File: src/rtl/fb_source_switch_ctrl.sv
// Frame-safe source select for the framebuffer input mux; latches per-frame config.
// Optional frame counter enabled by defining FB_FRAME_CNT_EN.
module fb_source_switch_ctrl #(
  parameter logic [23:0] TIMEOUT_CYC  = 24'd4000000,
  parameter logic [7:0]  PARALLAX_RST = 8'd10
) (
  input  logic        clk,
  input  logic        reset,
  input  logic        start_frame,
  input  logic [3:0]  hps_switch,
  input  logic [7:0]  parallax_corr,
  input  logic        err_clr,
  input  logic [3:0]  sop_src,
  input  logic [3:0]  eop_src,
  input  logic [3:0]  valid_src,
  output logic [1:0]  sel,
  output logic        fb_gate,
  output logic        switch_busy,
  output logic [7:0]  reg_parallax_corr,
  output logic        enable_tone_mapping,
  output logic        timeout_err,
  output logic [15:0] frame_cnt
);
  typedef enum logic [1:0] {STREAM, WAIT_EOP, WAIT_SOP} state_t;

  state_t      state_q, state_d;
  logic [1:0]  sel_q, sel_d, tgt_q, tgt_d, req;
  logic        gate_q, gate_d, busy_q, busy_d, tm_q, tm_d, err_q, err_d;
  logic [7:0]  par_q, par_d;
  logic [23:0] timer_q, timer_d;
  logic        eop_sel, sop_tgt, timeout;
  logic        unused_hps3;

  assign unused_hps3 = hps_switch[3];

  always_comb begin
    case (hps_switch[1:0])
      2'b10:   req = 2'd1;
      2'b11:   req = hps_switch[2] ? 2'd3 : 2'd2;
      default: req = 2'd0;
    endcase
  end

  assign eop_sel = eop_src[sel_q] & valid_src[sel_q];
  assign sop_tgt = sop_src[tgt_q] & valid_src[tgt_q];
  assign timeout = (timer_q == TIMEOUT_CYC - 24'd1);

  always_comb begin
    state_d = state_q;
    sel_d   = sel_q;
    tgt_d   = tgt_q;
    gate_d  = gate_q;
    par_d   = par_q;
    tm_d    = tm_q;
    err_d   = err_q;
    timer_d = timer_q;
    if (start_frame) begin
      par_d = parallax_corr;
      tm_d  = hps_switch[2];
    end
    if (err_clr) err_d = 1'b0;
    case (state_q)
      STREAM: begin
        if (req != sel_q) begin
          state_d = WAIT_EOP;
          timer_d = 24'd0;
        end
      end
      WAIT_EOP: begin
        timer_d = timer_q + 24'd1;
        if (timeout) begin
          sel_d   = req;
          gate_d  = 1'b1;
          err_d   = 1'b1;
          state_d = STREAM;
        end else if (eop_sel) begin
          // eop beat still passes; blanking starts the cycle after
          tgt_d   = req;
          gate_d  = 1'b0;
          state_d = WAIT_SOP;
        end else if (req == sel_q) begin
          state_d = STREAM;
        end
      end
      WAIT_SOP: begin
        timer_d = timer_q + 24'd1;
        if (timeout) begin
          sel_d   = tgt_q;
          gate_d  = 1'b1;
          err_d   = 1'b1;
          state_d = STREAM;
        end else if (sop_tgt) begin
          sel_d   = tgt_q;
          gate_d  = 1'b1;
          state_d = STREAM;
        end
      end
      default: state_d = STREAM;
    endcase
    busy_d = (state_d != STREAM);
  end

  always_ff @(posedge clk or posedge reset) begin
    if (reset) begin
      state_q <= STREAM;
      sel_q   <= 2'd0;
      tgt_q   <= 2'd0;
      gate_q  <= 1'b1;
      busy_q  <= 1'b0;
      par_q   <= PARALLAX_RST;
      tm_q    <= 1'b0;
      err_q   <= 1'b0;
      timer_q <= 24'd0;
    end else begin
      state_q <= state_d;
      sel_q   <= sel_d;
      tgt_q   <= tgt_d;
      gate_q  <= gate_d;
      busy_q  <= busy_d;
      par_q   <= par_d;
      tm_q    <= tm_d;
      err_q   <= err_d;
      timer_q <= timer_d;
    end
  end

`ifdef FB_FRAME_CNT_EN
  logic [15:0] fcnt_q, fcnt_d;
  always_comb begin
    fcnt_d = fcnt_q;
    if (eop_sel && gate_q) fcnt_d = fcnt_q + 16'd1;
  end
  always_ff @(posedge clk or posedge reset) begin
    if (reset) fcnt_q <= 16'd0;
    else       fcnt_q <= fcnt_d;
  end
  assign frame_cnt = fcnt_q;
`else
  assign frame_cnt = 16'd0;
`endif

  assign sel                 = sel_q;
  assign fb_gate             = gate_q;
  assign switch_busy         = busy_q;
  assign reg_parallax_corr   = par_q;
  assign enable_tone_mapping = tm_q;
  assign timeout_err         = err_q;
endmodule

File: config.mk
export PLATFORM = sky130hd
export DESIGN_NAME = fb_source_switch_ctrl
export DESIGN_NICKNAME = d
export VERILOG_FILES = /design/src/rtl/fb_source_switch_ctrl.sv
export SDC_FILE = /design/constraint.sdc
export NUM_CORES = 1
export LEC_CHECK = 0
export BUFFER_PORTS_ARGS = -buffer_cell sky130_fd_sc_hd__buf_2
export CAP_MARGIN = 15
export CELL_PAD_IN_SITES_DETAIL_PLACEMENT = 1
export CELL_PAD_IN_SITES_GLOBAL_PLACEMENT = 2
export CORE_UTILIZATION = 25
export CTS_CLUSTER_DIAMETER = 200
export CTS_CLUSTER_SIZE = 8
export DETAILED_ROUTE_END_ITERATION = 10
export MAX_ROUTING_LAYER = met4
export PLACE_DENSITY = 0.65
export SYNTH_ARGS = -nofsm -noshare
export SYNTH_HDL_FRONTEND = slang
export SYNTH_SLANG_ARGS = --single-unit
File: constraint.sdc
create_clock -name clk -period 3.2 [get_ports clk]
set_input_delay 0 -clock clk [delete_from_list [all_inputs] [get_ports clk]]
set_output_delay 0 -clock clk [all_outputs]
set_load 0.05 [all_outputs]
[Word-level counts from Yosys, hierarchy flattened]
Cells that the tools add are included.
Operators by class
  $add $sub $neg: 1
  multipliers: 0
  div/mod/pow operators: 0
  order comparisons: 2
  equality and inequality tests: 11
  shifts and indexed selects: 0
  multiplexer cells: 31
  bitwise gates (word level): 3
  reduce and logical (&&, ||, !) cells: 9
Operator list (number)
  $pmux W24 S2: 1
  $add A24 B1 Y24 const B: 1
  $eq A24 B22 Y1 const B: 1
  $mux W24: 1
  $mux W2: 9
  $mux W1: 12
  $reduce_and A3 Y1: 3
  $bmux W1 S2: 4
  $pmux W2 S2: 2
  $eq A2 B2 Y1 const B: 3
  $lt A2 B3 Y1 const B: 2
  $ne A3 B3 Y1 const B: 2
  $pmux W2 S3: 1
  $reduce_bool A2 Y1: 3
  $ne A2 B2 Y1 const B: 2
  $and A1 B1 Y1: 2
  $eq A2 B1 Y1 const B: 1
  $eq A2 B2 Y1: 1
  $logic_not A2 Y1: 1
  $ne A2 B2 Y1: 1
  $pmux W1 S2: 1
  $reduce_and A2 Y1: 1
  $reduce_or A2 Y1: 1
  $not A1 Y1: 1
Word-level totals
  register bits after elaboration: 42
  latch bits: 0
  memory bits (writable): 0
  bits in read-only memories: 0
  bits of input ports: 28
  output and inout port bits: 30
  logic and storage cells: 66
  memories: 0

[Depth between registers and ports, before layout]
Gate-level depths: netlist (run 1).
  word-level depth: 8
  depth in mapped cells: 9
  gate-level depth less buffers: 8

[Worst setup path after synthesis (run 1)]
OpenSTA, ideal clock, no wires.
  path kind: reg2reg
  start: reg sel_q[0] (netlist: sel[0])
  end: reg timer_q[21]
  library setup time: 125 ps
  arrival time: 2007 ps
  required time: 3075 ps
  setup slack: 1068 ps
  stages on the path, launching flop included: 8
  path buffers: 1
  clock period less this slack: 2132 ps
  path through: dfrtp_1 buf_4 xnor2_1 and3_1 o31a_4 nor3_4 nand3_2 mux2_4
On the way
  word-level cells in the longest chain between the ends: 3
Ends and longest elaborated chain
  start: declaration: RTL line 27  | logic [1:0] sel_q, sel_d, tgt_q, tgt_d, req;
  start signal: assignment: RTL line 116  | sel_q <= sel_d;
  $ne A2 B2 Y1: RTL line 64  | if (req != sel_q) begin
  $ne A2 B2 Y1 (no source line)
  $reduce_and A2 Y1 (no source line)
  end signal: assignment: RTL line 123  | timer_q <= timer_d;
  end: declaration: RTL line 30  | logic [23:0] timer_q, timer_d;
No other way between the ends.
A chain may end at the register's enable or synchronous reset.

[Worst setup path in the final report (run 1)]
  start: reg timer_q[0]
  end: reg sel_q[0] (netlist: sel[0])
On the way
  word-level cells in the longest chain between the ends: 3
  elaborated cells on any way between the ends: 6
  classes of those cells: eq/ne (3); mux (2); reduce/logical (1)
Ends and longest elaborated chain
  $eq A24 B22 Y1 (*): RTL line 46  | assign timeout = (timer_q == TIMEOUT_CYC - 24'd1);
  $ne A3 B3 Y1 (no source line) (tied with other cells)
  $reduce_and A3 Y1 (no source line) or $pmux W2 S2 (tied branches)
Mark *: on every way between the ends. The rest lies on a longest branch, timed or not.

==> results of run 1 <==
## metal layers
metal	vias to the layer above	GRT usage, %	wire (um)
li1	936	-	-
met1	966	16.47	2924
met2	46	19.95	2630
met3	8	2.508	200
met4	0	3.575	72
met5	-	-	0
## layout make-up
cell class | count | area [sq um] | area share [%]
Clock inverter | 1 | 5.005 | 0.1660
Timing Repair Buffer | 54 | 332.8 | 11.04
Tap cell | 133 | 166.4 | 5.519
Multi-Input combinational cell | 180 | 1306 | 43.32
Sequential cell | 42 | 1055 | 34.98
Clock buffer | 7 | 86.33 | 2.863
Inverter | 17 | 63.81 | 2.116
## where the power goes
group	internal, mW	total, mW	leakage, nW	switching (mW)
registers	0.618	0.705	0.548	0.0865
logic	0.315	0.992	0.697	0.677
clock network	0.174	0.362	0.0482	0.188
## cell families (layout without fill, tap and decap cells)
group,Yosys count,after routing,synth area share [%]
compound gates,32,32,9.440
xor+xnor,16,16,5.506
fa+ha+maj,5,5,2.458
buf+inv,42,79,9.439
flops,42,42,41.45
mux,19,19,8.407
other cells,1,16,0.1474
simple gates,92,92,23.16
## path summary, 6_finish.rpt
check	start	endpoint	slack [ns]	depth (start not counted)
worst max-delay path	timer_q[0]	sel[0]	0.85	8
worst min-delay path	start_frame	reg_parallax_corr[4]	0.13	2
worst max register to register	timer_q[0]	sel[0]	0.85	8
worst min register to register	reg_parallax_corr[2]	reg_parallax_corr[2]	0.51	1
max in group asynchronous	reset	reg_parallax_corr[3]	2.41	4
min in group asynchronous	reset	reg_parallax_corr[4]	0.40	4
## sequential cells by signal (all words and copies together), names as in the netlist
signal / count
timeout_err: 1
state_q: 2
fb_gate: 1
tgt_q: 2
sel: 2
enable_tone_mapping: 1
switch_busy: 1
reg_parallax_corr: 8
timer_q: 24
## per-stage QoR
stage                     instances  setup slack (ns)
after floorplan                 264             1.068
after global routing            434            0.7100
final                           434            0.8454
after global placement          415            0.9376
after detailed placement        415            0.8829
after CTS                       434            0.8285
## worst max-delay path, cell delays in order, from the launching register on
cell	delay (ns)
dfrtp_1	0.40
ha_1	0.20
and3_1	0.23
nand4_1	0.10
buf_4	0.21
nor4_4	0.47
a21oi_1	0.08
nor2_1	0.20
mux2_1	0.35
## placed cells by master, fill, tap and decap left out, types with 9 or more instances in the layout
cell and instances:
nand3_1 9, nor3_2 13, dlygate4sd3_1 11, nor2_1 23
conb_1 16, mux2_2 11, buf_2 40, inv_1 17
dfrtp_1 39, nand2_1 13, xnor2_1 16
==> flow_metrics.py, run 1 <==
metrics = {
    "logic_synthesis": {
        "ys_top_cells_by_count": "dfrtp_1, nor2_1, buf_4, inv_1, xnor2_1",
        "synth_most_common_cell": "dfrtp_1",
        "syn_avg_cell_area_sq_um": 10.22,
        "synth_top_flop_cell": "dfrtp_1",
        "synth-seq-cells": 42,
        "ys_seq_area_share_pct": 41.45,
        "synth_edf_count": 0,
        "synth_area_leader_cell": "dfrtp_1",
        "netlist_area_sq_um": 2545,
        "ys_types": 54,
        "async_flop_share_pct": 100.0,
        "syn_inst": 249,
        "synthTopCellsByArea": "dfrtp_1, xnor2_1, nor3_2",
        "yosys.area.top_type_share_pct": 38.35,
        "yosysWarnings": 0,
    },
    "setup_path": {
        "critPathMaxFanout": 11,
        "criticalPathCategory": "register to register",
        "startpoint_type": "register",
        "arrival_ns": 2.54,
        "required_ns": 3.38,
        "end_kind": "register",
    },
    "global_routing": {
        "grt-ovfl-total": 0,
        "grt_use_total_pct": 12.65,
        "antenna_found_initial": 0,
        "grt_pass1_vias": 2011,
        "grt_pass1_wl_um": 10050,
        "grt_start_max_net_pins": 43,
    },
    "place": {
        "portBuffers": 40,
        "post_dp_cell_area_sq_um": 2814,
        "dp_hpwl_um": 4008,
        "place_congestion": 0.7408,
    },
    "clocking": {
        "tritoncts": "yes",
        "post_cts_buffers": 0,
        "cts_buffers": 5,
        "cts.reportedPaths.clkPinSlew_ns": 0.08,
        "ctsResizeCount": 0,
        "cts_root_buf": "clkbuf_8",
        "cts-htree-levels": 2,
        "cts_buffer_depth": 2,
        "worstSkewPairLatency_ns": 0.30,
        "holdBufCountCts": 11,
        "clock-sinks": 42,
    },
    "layout": {
        "fin_area_sq_um": 3015,
        "diodes": 0,
        "drive_gt1_share_pct": 29.90,
        "final_util_pct": 30.71,
        "fill_cells": 1191,
        "area_delta_synth_final_pct": 18.49,
        "nNetsFinal": 333,
    },
    "timing": {
        "fmax_mhz": 424.7,
        "fin_worst_skew_ns": 0.006870,
        "period_needed_ns": 2.355,
        "grt_setup_unrepaired": "no",
        "worstMarginPinSlew_ns": 0.6798,
        "post-route-period-util_pct": 73.58,
        "whs_ns": 0.1250,
        "finalHoldViolCount": 0,
        "setup_viol": 0,
        "max_slew_margin_pct": 54.38,
        "fin_tns_setup_ns": 0,
        "maxSlewViolCount": 0,
    },
    "drt": {
        "drcViolationCount": 0,
        "drtPass1Iterations": 4,
        "vias": 1956,
        "wl_um": 5827,
        "first_iter_violations": 57,
        "via_per_inst": 4.507,
        "drt-wirelength-per-cell_um": 13.43,
        "ant_nets": 0,
    },
    "flow_run": {
        "cap_violations": 0,
    },
    "status": {
        "status": "finished, final reports clean",
    },
    "floorplan": {
        "start_util_pct": 25.92,
        "pin_count": 58,
        "core-area_sq_um": 9819,
        "die_y_um": 102.9,
        "die_w_um": 102.9,
        "dieArea_sq_um": 10590,
        "row_count": 36,
    },
    "power": {
        "p_per_area_nw_per_um2": 682.9,
        "ir_worst_vdd_mv": 0.3556,
        "power_mw": 2.059,
        "p_leak_nw": 1.293,
    },
    "worst_hold_path": {
        "hold_class": "input port to register",
    },
}
(Power assumes the default switching activity.)
==> run 2: changes to the inputs <==
--- a/config.mk
+++ b/config.mk
@@ -14,7 +14,7 @@
 export CTS_CLUSTER_SIZE = 8
 export DETAILED_ROUTE_END_ITERATION = 10
 export MAX_ROUTING_LAYER = met4
-export PLACE_DENSITY = 0.65
+export PLACE_DENSITY = 0.68
 export SYNTH_ARGS = -nofsm -noshare
 export SYNTH_HDL_FRONTEND = slang
 export SYNTH_SLANG_ARGS = --single-unit
==> constraint.sdc (replaced) <==
create_clock -name clk -period 2.05 [get_ports clk]
set_input_delay 0 -clock clk [delete_from_list [all_inputs] [get_ports clk]]
set_output_delay 0 -clock clk [all_outputs]
set_load 0.05 [all_outputs]
==> flow_metrics.py, run 2 (synthesized netlist as in run 1, its figures left out) <==
metrics = {
    "floorplan": {
        "die_w_um": 102.9,
        "die_y_um": 102.9,
        "dieArea_sq_um": 10590,
        "pin_count": 58,
        "row_count": 36,
        "core-area_sq_um": 9819,
        "start_util_pct": 25.92,
    },
    "setup_path": {
        "cp_slowest_cell": "dfrtp_2",
        "criticalPathCategory": "register to register",
        "worstPathCellList": "xnor2_1 > and3_2 > o31a_4 > buf_4 > or3_1 > a21oi_2",
        "slowest_delay_ns": 0.45,
        "r2r_slack_ns": 0.06,
        "arrival_ns": 2.22,
        "startpoint_type": "register",
        "required_ns": 2.27,
        "critPathMaxFanout": 8,
        "end_kind": "register",
    },
    "timing": {
        "fmax_mhz": 501.8,
        "post-route-period-util_pct": 97.21,
        "worstMarginPinSlew_ns": 0.5660,
        "grt_setup_unrepaired": "yes",
        "whs_ns": 0.1127,
        "setup_viol": 0,
        "max_slew_margin_pct": 62.27,
        "fin_worst_skew_ns": 0.004750,
        "maxSlewViolCount": 0,
        "finalHoldViolCount": 0,
        "period_needed_ns": 1.993,
    },
    "drt": {
        "ant_nets": 0,
        "first_iter_violations": 64,
        "drcViolationCount": 0,
        "wl_um": 6187,
        "drt-wirelength-per-cell_um": 13.45,
        "via_per_inst": 4.413,
        "drtPass1Iterations": 3,
        "vias": 2030,
    },
    "status": {
        "status": "finished, final reports clean",
    },
    "layout": {
        "nNetsFinal": 359,
        "final_util_pct": 33.21,
        "area_delta_synth_final_pct": 28.12,
        "largest_reg_flops": 24,
        "seq_area_sq_um": 1060,
        "layout.cells.most_common": "buf_2",
        "multi_input_area_sq_um": 1344,
        "diodes": 0,
        "drive_gt1_share_pct": 39.14,
        "fill_cells": 1198,
        "fin_area_sq_um": 3261,
        "layout_common_cells": "buf_2, dfrtp_1, buf_4, nor2_1",
        "top_register": "timer_q",
    },
    "power": {
        "p_seq_share_pct": 30.1,
        "p_int_mw": 1.988,
        "ir_worst_vdd_mv": 0.5952,
        "clkPwrFrac_pct": 16.2,
        "power_mw": 3.527,
        "p_per_area_nw_per_um2": 1082,
        "p_leak_nw": 1.417,
        "p_sw_mw": 1.539,
        "p_sw_share_pct": 43.64,
        "pwr-share-comb_pct": 53.7,
    },
    "global_routing": {
        "grt_start_max_net_pins": 43,
        "grt_pass1_wl_um": 10370,
        "grt_use_total_pct": 13.08,
        "grt-ovfl-total": 0,
        "grt_pass1_vias": 2109,
        "antenna_found_initial": 0,
    },
    "clocking": {
        "worstSkewPairLatency_ns": 0.30,
        "cts_buffer_depth": 2,
        "tritoncts": "yes",
        "clock-sinks": 42,
        "cts_buffers": 5,
        "cts.reportedPaths.clkPinSlew_ns": 0.08,
        "cts_root_buf": "clkbuf_8",
        "cts-htree-levels": 2,
    },
    "place": {
        "dp_hpwl_um": 4431,
        "portBuffers": 40,
        "post_dp_cell_area_sq_um": 2937,
        "place_congestion": 0.7538,
    },
    "worst_hold_path": {
        "hold_class": "input port to register",
    },
    "flow_run": {
        "cap_violations": 0,
    },
}
-- run 2: cell types whose count changed in the layout (fill, tap and decap cells not counted), sizes merged --
| cell | delta |
|---|---|
| buf | +26 |
| clkbuf | -1 |
| clkinv | +1 |
| clkinvlp | +1 |
| inv | -1 |
-- run 2: area by class of cell --
class	count	share of cell area (%)
flip-flops and latches	42	32.50
repair buffers	80	16.31
inverters	17	1.957
multi-input cells	180	41.21
clock buffers	6	2.533
well taps	133	5.104
clock inverters	2	0.3837
-- run 2: per-stage QoR --
| stage | setup TNS, ns | cells | setup WS [ns] |
|---|---|---|---|
| floorplan | 0 | 264 | 0.01039 |
| finish | 0 | 460 | 0.05728 |
| detailed placement | 0 | 431 | 0.005478 |
| global placement | 0 | 431 | 0.06345 |
| CTS | 0 | 450 | 0.002557 |
| global route | -0.01840 | 460 | -0.01052 |
-- run 2: per-layer routing --
| layer | GRT usage [%] | wire (um) | vias up |
|---|---|---|---|
| li1 | - | - | 984 |
| met1 | 17.11 | 2961 | 1003 |
| met2 | 20.67 | 2999 | 38 |
| met3 | 2.508 | 162 | 5 |
| met4 | 3.575 | 63 | 0 |
| met5 | - | 0 | - |
-- run 2: power by group through the flow --
| stage | Clock (mW) | Sequential [mW] | Combinational [mW] |
|---|---|---|---|
| CTS | 0.603 | 1.08 | 1.77 |
| global placement | 0 | 1.09 | 1.73 |
| global route | 0.625 | 1.08 | 2.07 |
| detailed placement | 0 | 1.09 | 1.75 |
| finish | 0.572 | 1.06 | 1.89 |
| floorplan | 0 | 1.27 | 1.09 |
-- run 2: timing repair --
action | 4_1_cts | 5_1_grt
resized for setup | 3 | 8
setup buffers | 0 | 10
endpoints found under the setup margin | 2 | 12
hold buffers | 11 | 0
endpoints found under the hold margin | 49 | 0
pin swaps | 1 | 10
-- run 2: path summary, 6_finish.rpt --
path | start | end | cells after the start
max | sel[0] | timer_q[8] | 6
min | hps_switch[0] | tgt_q[1] | 3
max reg2reg | sel[0] | timer_q[8] | 6
min reg2reg | reg_parallax_corr[4] | reg_parallax_corr[4] | 1
max in group asynchronous | reset | timer_q[8] | 4
min in group asynchronous | reset | reg_parallax_corr[2] | 4
-- run 2: worst max-delay path, delay by kind of cell (launching register included) --
family | cells | cell delay, ns
AOI/OAI and AO/OA | 2 | 0.56
xor gates and xnor gates | 1 | 0.13
buffers and inverters | 1 | 0.18
DFF | 1 | 0.45
and+or+nand+nor | 2 | 0.59
